[src/rtl/uart_rx_byte.sv]
// 8N1 asynchronous serial receiver with internal baud timing.
// Delivers each correctly framed byte with a one-cycle done strobe; stop-bit errors raise an error strobe.
module uart_rx_byte #(
  parameter int CLK_FREQ = 50_000_000,
  parameter int BAUD     = 9600
) (
  input  logic       sclk,
  input  logic       RSTn,
  input  logic       RX_Pin_In,
  input  logic       RX_En_Sig,
  output logic [7:0] RX_Data,
  output logic       RX_Done_Sig,
  output logic       RX_Err_Sig
);
  localparam int BIT_CNT = CLK_FREQ / BAUD;
  localparam int CW      = (BIT_CNT > 1) ? $clog2(BIT_CNT) : 1;
  localparam logic [CW-1:0] SAMPLE = CW'(BIT_CNT / 2 - 1);
  localparam logic [CW-1:0] LAST   = CW'(BIT_CNT - 1);

  typedef enum logic [2:0] {IDLE, START, DATA, STOP, WAIT_IDLE} state_t;

  state_t        state_q, state_d;
  logic [CW-1:0] cnt_q, cnt_d;
  logic [2:0]    bit_q, bit_d;
  logic [7:0]    shreg_q, shreg_d;
  logic [7:0]    data_q, data_d;
  logic          done_q, done_d;
  logic          err_q, err_d;
  logic          s1_q, s2_q, s3_q;

  logic rx_s, start_edge, at_sample, at_last;
  assign rx_s       = s2_q;
  assign start_edge = s3_q & ~s2_q;
  assign at_sample  = (cnt_q == SAMPLE);
  assign at_last    = (cnt_q == LAST);

  // Synchronizer resets high so release from reset never looks like a start edge.
  always_ff @(posedge sclk or negedge RSTn) begin
    if (!RSTn) begin
      s1_q <= 1'b1;
      s2_q <= 1'b1;
      s3_q <= 1'b1;
    end else begin
      s1_q <= RX_Pin_In;
      s2_q <= s1_q;
      s3_q <= s2_q;
    end
  end

  always_comb begin
    state_d = state_q;
    bit_d   = bit_q;
    shreg_d = shreg_q;
    data_d  = data_q;
    done_d  = 1'b0;
    err_d   = 1'b0;
    case (state_q)
      IDLE: if (RX_En_Sig && start_edge) state_d = START;
      START: begin
        if (at_sample && rx_s) state_d = IDLE;
        else if (at_last) begin
          state_d = DATA;
          bit_d   = 3'd0;
        end
      end
      DATA: begin
        if (at_sample) shreg_d = {rx_s, shreg_q[7:1]};
        if (at_last) begin
          if (bit_q == 3'd7) state_d = STOP;
          else               bit_d   = bit_q + 3'd1;
        end
      end
      // Leave at mid-stop so a back-to-back start edge at the next boundary is caught.
      STOP: begin
        if (at_sample) begin
          if (rx_s) begin
            data_d  = shreg_q;
            done_d  = 1'b1;
            state_d = IDLE;
          end else begin
            err_d   = 1'b1;
            state_d = WAIT_IDLE;
          end
        end
      end
      WAIT_IDLE: if (rx_s) state_d = IDLE;
      default: state_d = IDLE;
    endcase

    if (!RX_En_Sig && state_q != IDLE) begin
      state_d = IDLE;
      data_d  = data_q;
      done_d  = 1'b0;
      err_d   = 1'b0;
    end

    if (state_d != state_q || state_q == IDLE || state_q == WAIT_IDLE) cnt_d = '0;
    else if (at_last)                                                  cnt_d = '0;
    else                                                               cnt_d = cnt_q + 1'b1;
  end

  always_ff @(posedge sclk or negedge RSTn) begin
    if (!RSTn) begin
      state_q <= IDLE;
      cnt_q   <= '0;
      bit_q   <= '0;
      shreg_q <= '0;
      data_q  <= '0;
      done_q  <= 1'b0;
      err_q   <= 1'b0;
    end else begin
      state_q <= state_d;
      cnt_q   <= cnt_d;
      bit_q   <= bit_d;
      shreg_q <= shreg_d;
      data_q  <= data_d;
      done_q  <= done_d;
      err_q   <= err_d;
    end
  end

  assign RX_Data     = data_q;
  assign RX_Done_Sig = done_q;
  assign RX_Err_Sig  = err_q;
endmodule

[config.mk]
export PLATFORM = sky130hd
export DESIGN_NAME = uart_rx_byte
export DESIGN_NICKNAME = d
export VERILOG_FILES = /design/src/rtl/uart_rx_byte.sv
export SDC_FILE = /design/constraint.sdc
export NUM_CORES = 1
export LEC_CHECK = 0
export BUFFER_PORTS_ARGS = -buffer_cell sky130_fd_sc_hd__buf_2
export CAP_MARGIN = 20
export CORE_MARGIN = 8
export CORE_UTILIZATION = 30
export DETAILED_ROUTE_END_ITERATION = 8
export HOLD_SLACK_MARGIN = 0.1
export SLEW_MARGIN = 20
export SYNTH_ARGS = -nofsm -noshare
export SYNTH_HDL_FRONTEND = slang
export SYNTH_SLANG_ARGS = --single-unit
[constraint.sdc]
create_clock -name sclk -period 4.25 [get_ports sclk]
set_clock_uncertainty 0.05 [all_clocks]
set_input_delay 0.2125 -clock sclk [delete_from_list [all_inputs] [get_ports sclk]]
set_output_delay 0.2125 -clock sclk [all_outputs]
set_load 0.05 [all_outputs]
==> results.md, run 1 <==
* Outcome: complete, no violations
* I/O pin total at 14
* Final setup TNS at 0 ns
* CTS resizes at 0
* Top cells by count, synth: dfrtp_1 (37), nor2_1 (17), mux2_4 (9)
* Final core utilization at 0.351
* Sequential fraction of the synthesis area at 0.506
* Clock Latency Late Sink at 0.29 ns
* Layout cells sized above 1 at 0.296
* Die W at 97.3 um
* Worst path arrival time at 2.14 ns
* CTS clk-pin slew, worst paths at 0.09 ns
* Yosys top cell by area: dfrtp_1
* Psw at 0.000163 W
* Syn Inst Count at 161
* Via count at 1,279
* Die H at 97.3 um
* Detailed Place HPWL at 2.56 mm
* CP Launch Point: cnt_q[0]
* Main flop type after synthesis: dfrtp_1
* Register area at 1000 um^2
* Die area at 9470 um^2
* Fin crit period at 2.01 ns
* Syn nets at 168
* Worst min path class: in -> reg
* Synth area leaders: dfrtp_1 (47%), mux2_4 (6.8%), mux2_2 (4.5%), dfstp_2 (4.0%), nor2_1 (3.2%)
* Worst path cell trace: ha_1 > and4bb_1 > and3_1 > nand3_4 > mux2_4
* Synth top area share at 0.467
* Total track usage at 0.0824
* Core area at 6390 um^2
* Final Cycle Share at 0.472
* WS Path Type: reg -> reg
* # setup viols final at 0
* Lkg Pwr at 1.05 nW
* Seq pwr share at 0.533
* Setup crit end kind: flop
* Crit Reg-Reg Startpoint: cnt_q[0]
* Row count at 29
* WP buf/inv at 0
* Grt ovf at 0
* Routed Antenna Nets at 0
* Inserted Clock Buffers at 5
* Crit path largest cell delay at 0.39 ns
* Startpoint Class: flop
* Clock Sinks at 40
* Area Overhead vs Synth at 13.0%
* Post-synthesis cell type count at 46
* Worst path top cell family by delay: simple AND/OR/NAND/NOR gates
* RSZ-0062 raised after global routing: false
* Most numerous cell in the Yosys netlist: dfrtp_1
* Switching Share at 0.223
* Largest net degree at the start of global routing at 41
* Setup Buffers After CTS at 0
* CTS Buffer Depth at 2
* Layout filler cell count at 631
* IO buf count at 13
* Gate power share at 0.032
* Hold_buf cts at 2
* Drt pass-1 iters at 4
* Power per cell area at 327 nW/um^2
* Yosys Warn Count at 0
* Detailed Route WL at 3.70 mm
* Global-route wire length before repair at 6.48 mm
* Synthesized cell area at 1980 um^2
* Count of pins over their slew limit at 0
* Worst vdd ir at 0.000202 V
* Diode count at 0
* Area of the multi-input gates at 922 um^2
* Crit Path Max Fanout at 9
* Cell at the slowest stage of the critical path: dfrtp_1
* Net count, final at 185
* Fmax at 498 MHz
* Vias in the first global route at 1,313
* Hold slack at 0.168 ns
* Clock power share at 0.436
* Internal at 0.000569 W
* Initial core utilization at 0.311
* Antenna violations before repair at 0
* Min-Delay Startpoint: RX_En_Sig
* Max-cap viol count at 0
* Fraction of registers with async set/reset at 1.00
* EDFF count, synth at 0
* Worst-Margin Slew at 0.881 ns
* Mean Syn Cell Area at 12.3 um^2
* CTS Root Cell: clkbuf_8
* Rel. slew slack at 0.413
* Flops & latches, synth at 40
* Wire length per cell at 14.5 um
* Required time worst endpoint at 4.38 ns
* CTS tree: done
* Final Wtd Congestion at 0.834
* H-tree levels at 2
* Final hold viol count at 0
* DRC at 0
* Vias per Instance at 5.00
* Initial DRC Count at 94
through the flow:
stage / worst slack (ns) / cells / total power (W) / instance area, um^2
6_report: 2.24 / 256 / 0.000732 / 2240
4_1_cts: 2.23 / 256 / 0.000745 / 2240
5_1_grt: 2.11 / 256 / 0.000762 / 2240
2_1_floorplan: 2.45 / 161 / 0.000407 / 1980
3_5_place_dp: 2.25 / 246 / 0.000420 / 2110
3_3_place_gp: 2.32 / 246 / 0.000419 / 2110
area by class of cell:
cell class / count / area share
Timing Repair Buffer: 15 / 0.0379
Clock buffer: 5 / 0.0307
Sequential cell: 40 / 0.448
Tap cell: 77 / 0.0430
Multi-Input combinational cell: 111 / 0.411
Inverter: 5 / 0.00837
Clock inverter: 3 / 0.0206
flip-flops by register name (all words and copies together), names as in the netlist:
register	count
RX_Err_Sig	1
shreg_q	8
RX_Data	8
state_q	3
RX_Done_Sig	1
s3_q	1
s1_q	1
cnt_q	13
rx_s	1
bit_q	3
metal layers:
metal	routed length [um]	GRT usage
met1	1840	0.106
met2	1700	0.124
met3	75	0.0185
met4	82	0.0455
met5	0	0
logic make-up after synthesis:
family | count (synthesis) | share of synthesized area
AO/OA/AOI/OAI | 15 | 0.0580
XOR/XNOR | 10 | 0.0441
adder cells (fa/ha/maj) | 3 | 0.0189
buffers and inverters | 10 | 0.0290
flip-flops | 40 | 0.506
multiplexers | 17 | 0.113
AND/OR/NAND/NOR | 66 | 0.230
placed cells by master, fill, tap and decap left out, types with 2 or more instances in the layout:
master | synthesis | layout
dfrtp_1 | 37 | 37
nor2_1 | 17 | 17
buf_2 | 1 | 13
mux2_4 | 9 | 9
mux2_2 | 8 | 8
nand3_1 | 7 | 7
nand2_1 | 5 | 5
inv_1 | 5 | 5
xor2_1 | 5 | 5
xnor2_1 | 5 | 5
clkbuf_8 | 0 | 5
and3_1 | 4 | 4
nor3b_1 | 4 | 4
nand4_1 | 4 | 4
and4bb_2 | 3 | 3
nor3_1 | 3 | 3
ha_1 | 3 | 3
dfstp_2 | 3 | 3
nor4b_4 | 2 | 2
and4bb_1 | 2 | 2
and3b_1 | 2 | 2
nor2b_1 | 2 | 2
o21ai_0 | 2 | 2
and4_1 | 2 | 2
a21oi_1 | 2 | 2
a22o_1 | 2 | 2
dlygate4sd3_1 | 0 | 2
path summary, 6_finish.rpt:
kind / to / slack, ns / cells past startpoint
worst max register to register: RX_Data[4] / 2.24 / 5
max in group asynchronous: shreg_q[4] / 3.08 / 2
worst max-delay path: RX_Data[4] / 2.24 / 5
worst min register to register: rx_s / 0.31 / 0
min in group asynchronous: state_q[1] / 0.52 / 2
worst min-delay path: state_q[2] / 0.17 / 2
worst reg2reg max path, cell delays in order, from the launching register on:
cell and delay [ns]:
dfrtp_1 0.39, ha_1 0.29, and4bb_1 0.25, and3_1 0.34
nand3_4 0.23, mux2_4 0.35
power groups by stage:
stage	registers [W]	logic, W	clock network, W
after CTS	0.000390	0.0000239	0.000332
after global placement	0.000397	0.0000224	0
final	0.000390	0.0000232	0.000319
after detailed placement	0.000397	0.0000224	0
after floorplan	0.000395	0.0000125	0
after global routing	0.000391	0.0000269	0.000344
(Power assumes the default switching activity.)
==> run 2, diff against run 1 <==
clock period = 1.7 ns   (was 4.25 ns; I/O delays follow)
==> run 2 against run 1 <==
- the run now ends with setup timing left
- combinational power grew to 3.6 times the previous value
- flip-flop and latch count is the same
- largest cell class unchanged
- first-iteration DRC count is 41% lower
- cell count grew 11%
- global-route usage rose by 0.56 points
- non-clock buffer count grew 28
- sequential power grew 150%
- final area rose by 12%
- die area is the same
==> results.md, run 2 (synthesis results as in run 1) <==
* Outcome: finished with violations
* Failing checks: setup timing
* Vias per Instance at 4.89 (-2.1%)
* Initial core utilization at 0.311 (unchanged)
* Detailed Place HPWL at 2.96 mm (+16%)
* Biggest register: cnt_q
* Layout filler cell count at 624 (-1.1%)
* H-tree levels at 2 (unchanged)
* Clock Sinks at 40 (unchanged)
* Clock Latency Late Sink at 0.29 ns (about the same)
* Final hold viol count at 0 (unchanged)
* Crit Reg-Reg Startpoint: bit_q[0]
* IO buf count at 13 (unchanged)
* Global-route wire length before repair at 6.92 mm (+6.8%)
* Fmax at 582 MHz (+17%)
* Worst path arrival time at 1.85 ns (-0.29 ns)
* Final setup margin at -0.0174 ns (-2.26 ns)
* Core area at 6390 um^2 (unchanged)
* Initial DRC Count at 55 (-41%)
* Antenna violations before repair at 0 (unchanged)
* Layout cells sized above 1 at 0.428 (+0.132)
* Reg-to-Reg End: bit_q[0]
* Largest net degree at the start of global routing at 16 (-61%)
* Worst min path class: in -> async
* Detailed Route WL at 4.11 mm (+11%)
* Worst-Margin Slew at 0.445 ns (-0.436 ns)
* Net count, final at 214 (+16%)
* Inserted Clock Buffers at 5 (unchanged)
* CTS tree: done
* Routed Antenna Nets at 0 (unchanged)
* Die H at 97.3 um (unchanged)
* Register-to-Register Path Depth at 6 (+1)
* Rel. slew slack at 0.702 (+0.290)
* Commonest non-fill, non-tap cell in the layout: dfrtp_1
* Worst vdd ir at 0.000455 V (+120%)
* Commonest cells after routing, fill and taps aside: dfrtp_1 (36), buf_4 (26), nor2_1 (17)
* Diode count at 0 (unchanged)
* Via count at 1,394 (+9.0%)
* RSZ-0062 raised after global routing: true
* Die W at 97.3 um (unchanged)
* Fin crit period at 1.72 ns (-0.290 ns)
* Max-cap viol count at 0 (unchanged)
* I/O pin total at 14 (unchanged)
* Grt ovf at 0 (unchanged)
* # setup viols final at 1 (+1)
* Required time worst endpoint at 1.83 ns (-2.55 ns)
* Count of pins over their slew limit at 0 (unchanged)
* CTS Buffer Depth at 2 (unchanged)
* Row count at 29 (unchanged)
* Pre-CTS WS at -0.114 ns (-2.36 ns)
* Final Cycle Share at 1.01 (+0.538)
* Startpoint Class: flop
* Lkg Pwr at 1.18 nW (+13%)
* Die area at 9470 um^2 (unchanged)
* Largest register FFs at 13 (unchanged)
* Pwr Total at 0.00167 W (+130%)
* WS Path Type: reg -> reg
* CTS Root Cell: clkbuf_8
* Vias in the first global route at 1,393 (+6.1%)
* CTS clk-pin slew, worst paths at 0.08 ns (about the same)
* Drt pass-1 iters at 4 (unchanged)
* Final Wtd Congestion at 0.828 (-0.77%)
* DRC at 0 (unchanged)
* Power per cell area at 667 nW/um^2 (+100%)
* Flop-to-flop setup slack at -0.02 ns (-2.26 ns)
* Total track usage at 0.0881 (+0.00565)
* Wire length per cell at 14.4 um (-0.22%)
* Setup crit end kind: flop
* Crit Path Max Fanout at 3 (-6)
* Area Overhead vs Synth at 26.0%
[run 2: cell count changes in the layout (fill, tap and decap cells not counted), moves of 2 or more]
cell,previous run,this run
ha_4,0,2
and3_1,4,2
nor3b_2,0,2
nor3b_1,4,2
ha_1,3,0
buf_4,0,26
[run 2: worst max path at each step]
stage            endpoint  cells past startpoint  slack [ns]  startpoint
2_1_floorplan  RX_Data[0]                      6      -0.007    cnt_q[0]
6_report         bit_q[0]                      6       -0.02    bit_q[0]
3_5_place_dp   RX_Data[3]                      5       -0.11    cnt_q[1]
5_1_grt          bit_q[0]                      6       -0.08    bit_q[1]
4_1_cts          bit_q[0]                      6       -0.04    bit_q[1]
3_3_place_gp   RX_Data[3]                      5       -0.06    cnt_q[1]
[run 2: area by class of cell]
type,count,area [um^2],area share
repair buffers,43,302,0.121
clock inverters,2,12.5,0.00500
multi-input cells,112,993,0.397
flip-flops and latches,40,1010,0.402
well taps,77,96.3,0.0385
inverters,5,18.8,0.00750
clock buffers,6,72.6,0.0290
[run 2: stage by stage]
stage | util | instance area (um^2) | cells | setup TNS, ns | hold slack (ns)
after floorplan | - | 2030 | 161 | -0.0569 | -0.261
after global placement | 0.364 | 2320 | 270 | -0.552 | -0.0356
after detailed placement | 0.364 | 2320 | 270 | -0.969 | -0.0365
after CTS | 0.387 | 2470 | 283 | -0.0445 | 0.176
after global routing | 0.392 | 2500 | 285 | -0.365 | 0.196
final | 0.392 | 2500 | 285 | -0.0174 | 0.164
[run 2: what timing repair did]
action                                  CTS  global route
hold endpoints to repair                 41             0
buffers inserted                          1             2
gates resized for setup                   4             5
endpoints found under the setup margin   20            15
hold buffers                              3             0
cloned                                    1             0
pin swaps                                 4             6
[run 2: worst max-delay path: stages, from the launching register on]
cell and delay [ns]:
dfrtp_1 0.39, ha_2 0.20, ha_4 0.16, nor3b_2 0.15, a21oi_1 0.05, or3_4 0.34, mux2_4 0.26
[run 2: per-layer routing]
metal | GRT usage | share of wire
met1 | 0.109 | 0.48
met5 | 0 | 0
met2 | 0.140 | 0.47
met4 | 0.0408 | 0.021
met3 | 0.0228 | 0.025
[run 2: report_power, final]
group / leakage [nW] / switching (W) / internal, W
Combinational: 0.594 / 0.0000504 / 0.0000326
Sequential: 0.545 / 0.00000827 / 0.000962
Clock: 0.0412 / 0.000329 / 0.000287
==> run 3, diff against run 2 <==
BUFFER_PORTS_ARGS = -buffer_cell sky130_fd_sc_hd__buf_4   (was -buffer_cell sky130_fd_sc_hd__buf_2)
==> run 3 against run 2 <==
- the flow still finishes with violations (setup timing)
- sequential power about the same
- critical path depth unchanged
- clock-buffer cell count unchanged
- cell count fell by 0.35%
- maximum frequency decreased by 0.78%
- clock power fell by 0.6%
- final area grew 1.6%
- non-clock buffer count is 1 lower
- first-iteration DRC count decreased by 20%
- setup slack lost 0.013 ns
- wire length down 2.3%
- sequential share of layout area fell by 0.68 points
- largest power group unchanged
- highest routed layer unchanged
==> results.md, run 3 (synthesis results as in run 1) <==
* Outcome: finished with violations
* Failing checks: setup timing
* DRC at 0 (unchanged)
* CTS clk-pin slew, worst paths at 0.08 ns (about the same)
* Crit Path Max Fanout at 4 (+1)
* CP Launch Point: bit_q[1]
* Detailed Place HPWL at 2.82 mm (-5.0%)
* Cell at the slowest stage of the critical path: dfrtp_1
* Drt pass-1 iters at 4 (unchanged)
* Vias in the first global route at 1,409 (+1.1%)
* Max-cap viol count at 0 (unchanged)
* Register area at 1000 um^2 (-0.12%)
* Net count, final at 213 (-0.47%)
* Hold slack at 0.252 ns (+0.0885 ns)
* Lkg Pwr at 1.17 nW (-1.3%)
* Initial DRC Count at 44 (-20%)
* Area Overhead vs Synth at 28.1%
* Final Cycle Share at 1.02 (+0.00791)
* Required time worst endpoint at 1.83 ns (about the same)
* Diode count at 0 (unchanged)
* Placed inst area at 2360 um^2 (+1.4%)
* Worst path cell trace: ha_2 > ha_4 > nor3b_2 > a21oi_1 > or3_4 > mux2_4
* H-tree levels at 2 (unchanged)
* Fmax at 578 MHz (-0.78%)
* Worst vdd ir at 0.000309 V (-32%)
* Row count at 29 (unchanged)
* Worst path arrival time at 1.86 ns (about the same)
* Largest net degree at the start of global routing at 41 (+25)
* Die H at 97.3 um (unchanged)
* Crit Reg-Reg Startpoint: bit_q[1]
* Commonest cells after routing, fill and taps aside: dfrtp_1 (37), buf_4 (37), nor2_1 (17)
* Die area at 9470 um^2 (unchanged)
* Layout cells sized above 1 at 0.415 (-0.0124)
* Detailed Route WL at 4.02 mm (-2.3%)
* Worst path top cell family by delay: simple AND/OR/NAND/NOR gates
* Fin crit period at 1.73 ns (+0.0134 ns)
* Post-route cell area at 2540 um^2 (+1.6%)
* Power per cell area at 655 nW/um^2 (-1.9%)
* Final setup margin at -0.0309 ns (-0.0134 ns)
* Internal at 0.00128 W (about the same)
* Initial core utilization at 0.311 (unchanged)
* Grt met1 use at 0.102 (-0.00731)
* CTS tree: done
* # setup viols final at 7 (+6)
* Crit path largest cell delay at 0.39 ns (about the same)
* Via count at 1,359 (-2.5%)
* WS Path Type: reg -> reg
* I/O pin total at 14 (unchanged)
* Seq pwr share at 0.584 (+0.003)
* Area of the multi-input gates at 997 um^2 (+0.38%)
* Rel. slew slack at 0.657 (-0.0458)
* Biggest register: cnt_q
* WP buf/inv at 0 (unchanged)
* Total track usage at 0.0864 (-0.00168)
* Count of pins over their slew limit at 0 (unchanged)
* Worst-Margin Slew at 0.515 ns (+0.0696 ns)
* Worst min path class: in -> async
* Inserted Clock Buffers at 5 (unchanged)
* Grt met3 use at 0.0206 (-0.00213)
* Grt ovf at 0 (unchanged)
* Startpoint Class: flop
* Global-route wire length before repair at 6.76 mm (-2.4%)
* Psw at 0.000384 W (-1.0%)
* Setup crit end kind: flop
* Largest register FFs at 13 (unchanged)
* Wire length per cell at 14.1 um (-1.9%)
* M2 GR Usage at 0.146 (+0.00625)
* Grt peak-use layer: met2
* Die W at 97.3 um (unchanged)
* CTS Root Cell: clkbuf_8
* Antenna violations before repair at 0 (unchanged)
* Layout filler cell count at 623 (-0.16%)
* Gate power share at 0.048 (-0.002)
* Clock power share at 0.368 (about the same)
* IO buf count at 13 (unchanged)
* Final hold viol count at 0 (unchanged)
* Clock Sinks at 40 (unchanged)
* Pwr Total at 0.00166 W (-0.31%)
* CTS Buffer Depth at 2 (unchanged)
* Routed Antenna Nets at 0 (unchanged)
* RSZ-0062 raised after global routing: true
* Core area at 6390 um^2 (unchanged)
* Switching Share at 0.231 (-0.00164)
* Vias per Instance at 4.79 (-2.2%)
* Final Wtd Congestion at 0.784 (-5.3%)
* Clock Latency Late Sink at 0.29 ns (about the same)
## run 3: metal layers
layer | up-vias | wire length, um
li1 | 675 | -
met1 | 668 | 1850
met2 | 14 | 2040
met3 | 2 | 86
met4 | 0 | 34
met5 | - | 0
## run 3: what timing repair did
item | in CTS | in global routing
hold endpoints to repair | 43 | 0
gates cloned | 1 | 0
buffers inserted | 0 | 2
endpoints found under the setup margin | 20 | 22
gates resized for setup | 2 | 6
pin swaps | 3 | 6
hold buffers | 3 | 0
## run 3: final cells by class
cell class | count | share of cell area
clock inverters | 2 | 0.00492
repair buffers | 42 | 0.133
flip-flops and latches | 40 | 0.395
multi-input cells | 112 | 0.392
clock buffers | 6 | 0.0286
inverters | 5 | 0.00739
well taps | 77 | 0.0379
## run 3: power by group through the flow
stage	combinational (W)	sequential, W	clock, W
global route	0.0000900	0.000974	0.000686
global placement	0.0000734	0.000990	0
detailed placement	0.0000734	0.000990	0
CTS	0.0000797	0.000972	0.000650
finish	0.0000794	0.000972	0.000612
floorplan	0.0000318	0.000988	0
## run 3: worst register-to-register path: stages (launching register included)
cell and delay, ns:
dfrtp_1 0.39, ha_2 0.20, ha_4 0.17, nor3b_2 0.16, a21oi_1 0.05, or3_4 0.34
mux2_4 0.26
## run 3: stage by stage
step | instances | setup slack (ns) | utilization | TNS, ns
floorplan | 161 | -0.00711 | - | -0.0569
finish | 284 | -0.0309 | 0.398 | -0.0635
CTS | 282 | -0.0373 | 0.389 | -0.0396
global route | 284 | -0.0893 | 0.398 | -1.29
detailed placement | 270 | -0.143 | 0.369 | -1.30
global placement | 270 | -0.0761 | 0.369 | -0.681
## run 3: worst paths after layout
path	endpoint	slack (ns)	depth (start not counted)
setup / recovery	bit_q[0]	-0.03	6
hold / removal	RX_Done_Sig	0.25	2
setup reg to reg	bit_q[0]	-0.03	6
hold reg to reg	rx_s	0.31	0
max in group asynchronous	s1_q	0.97	2
min in group sclk	rx_s	0.31	0
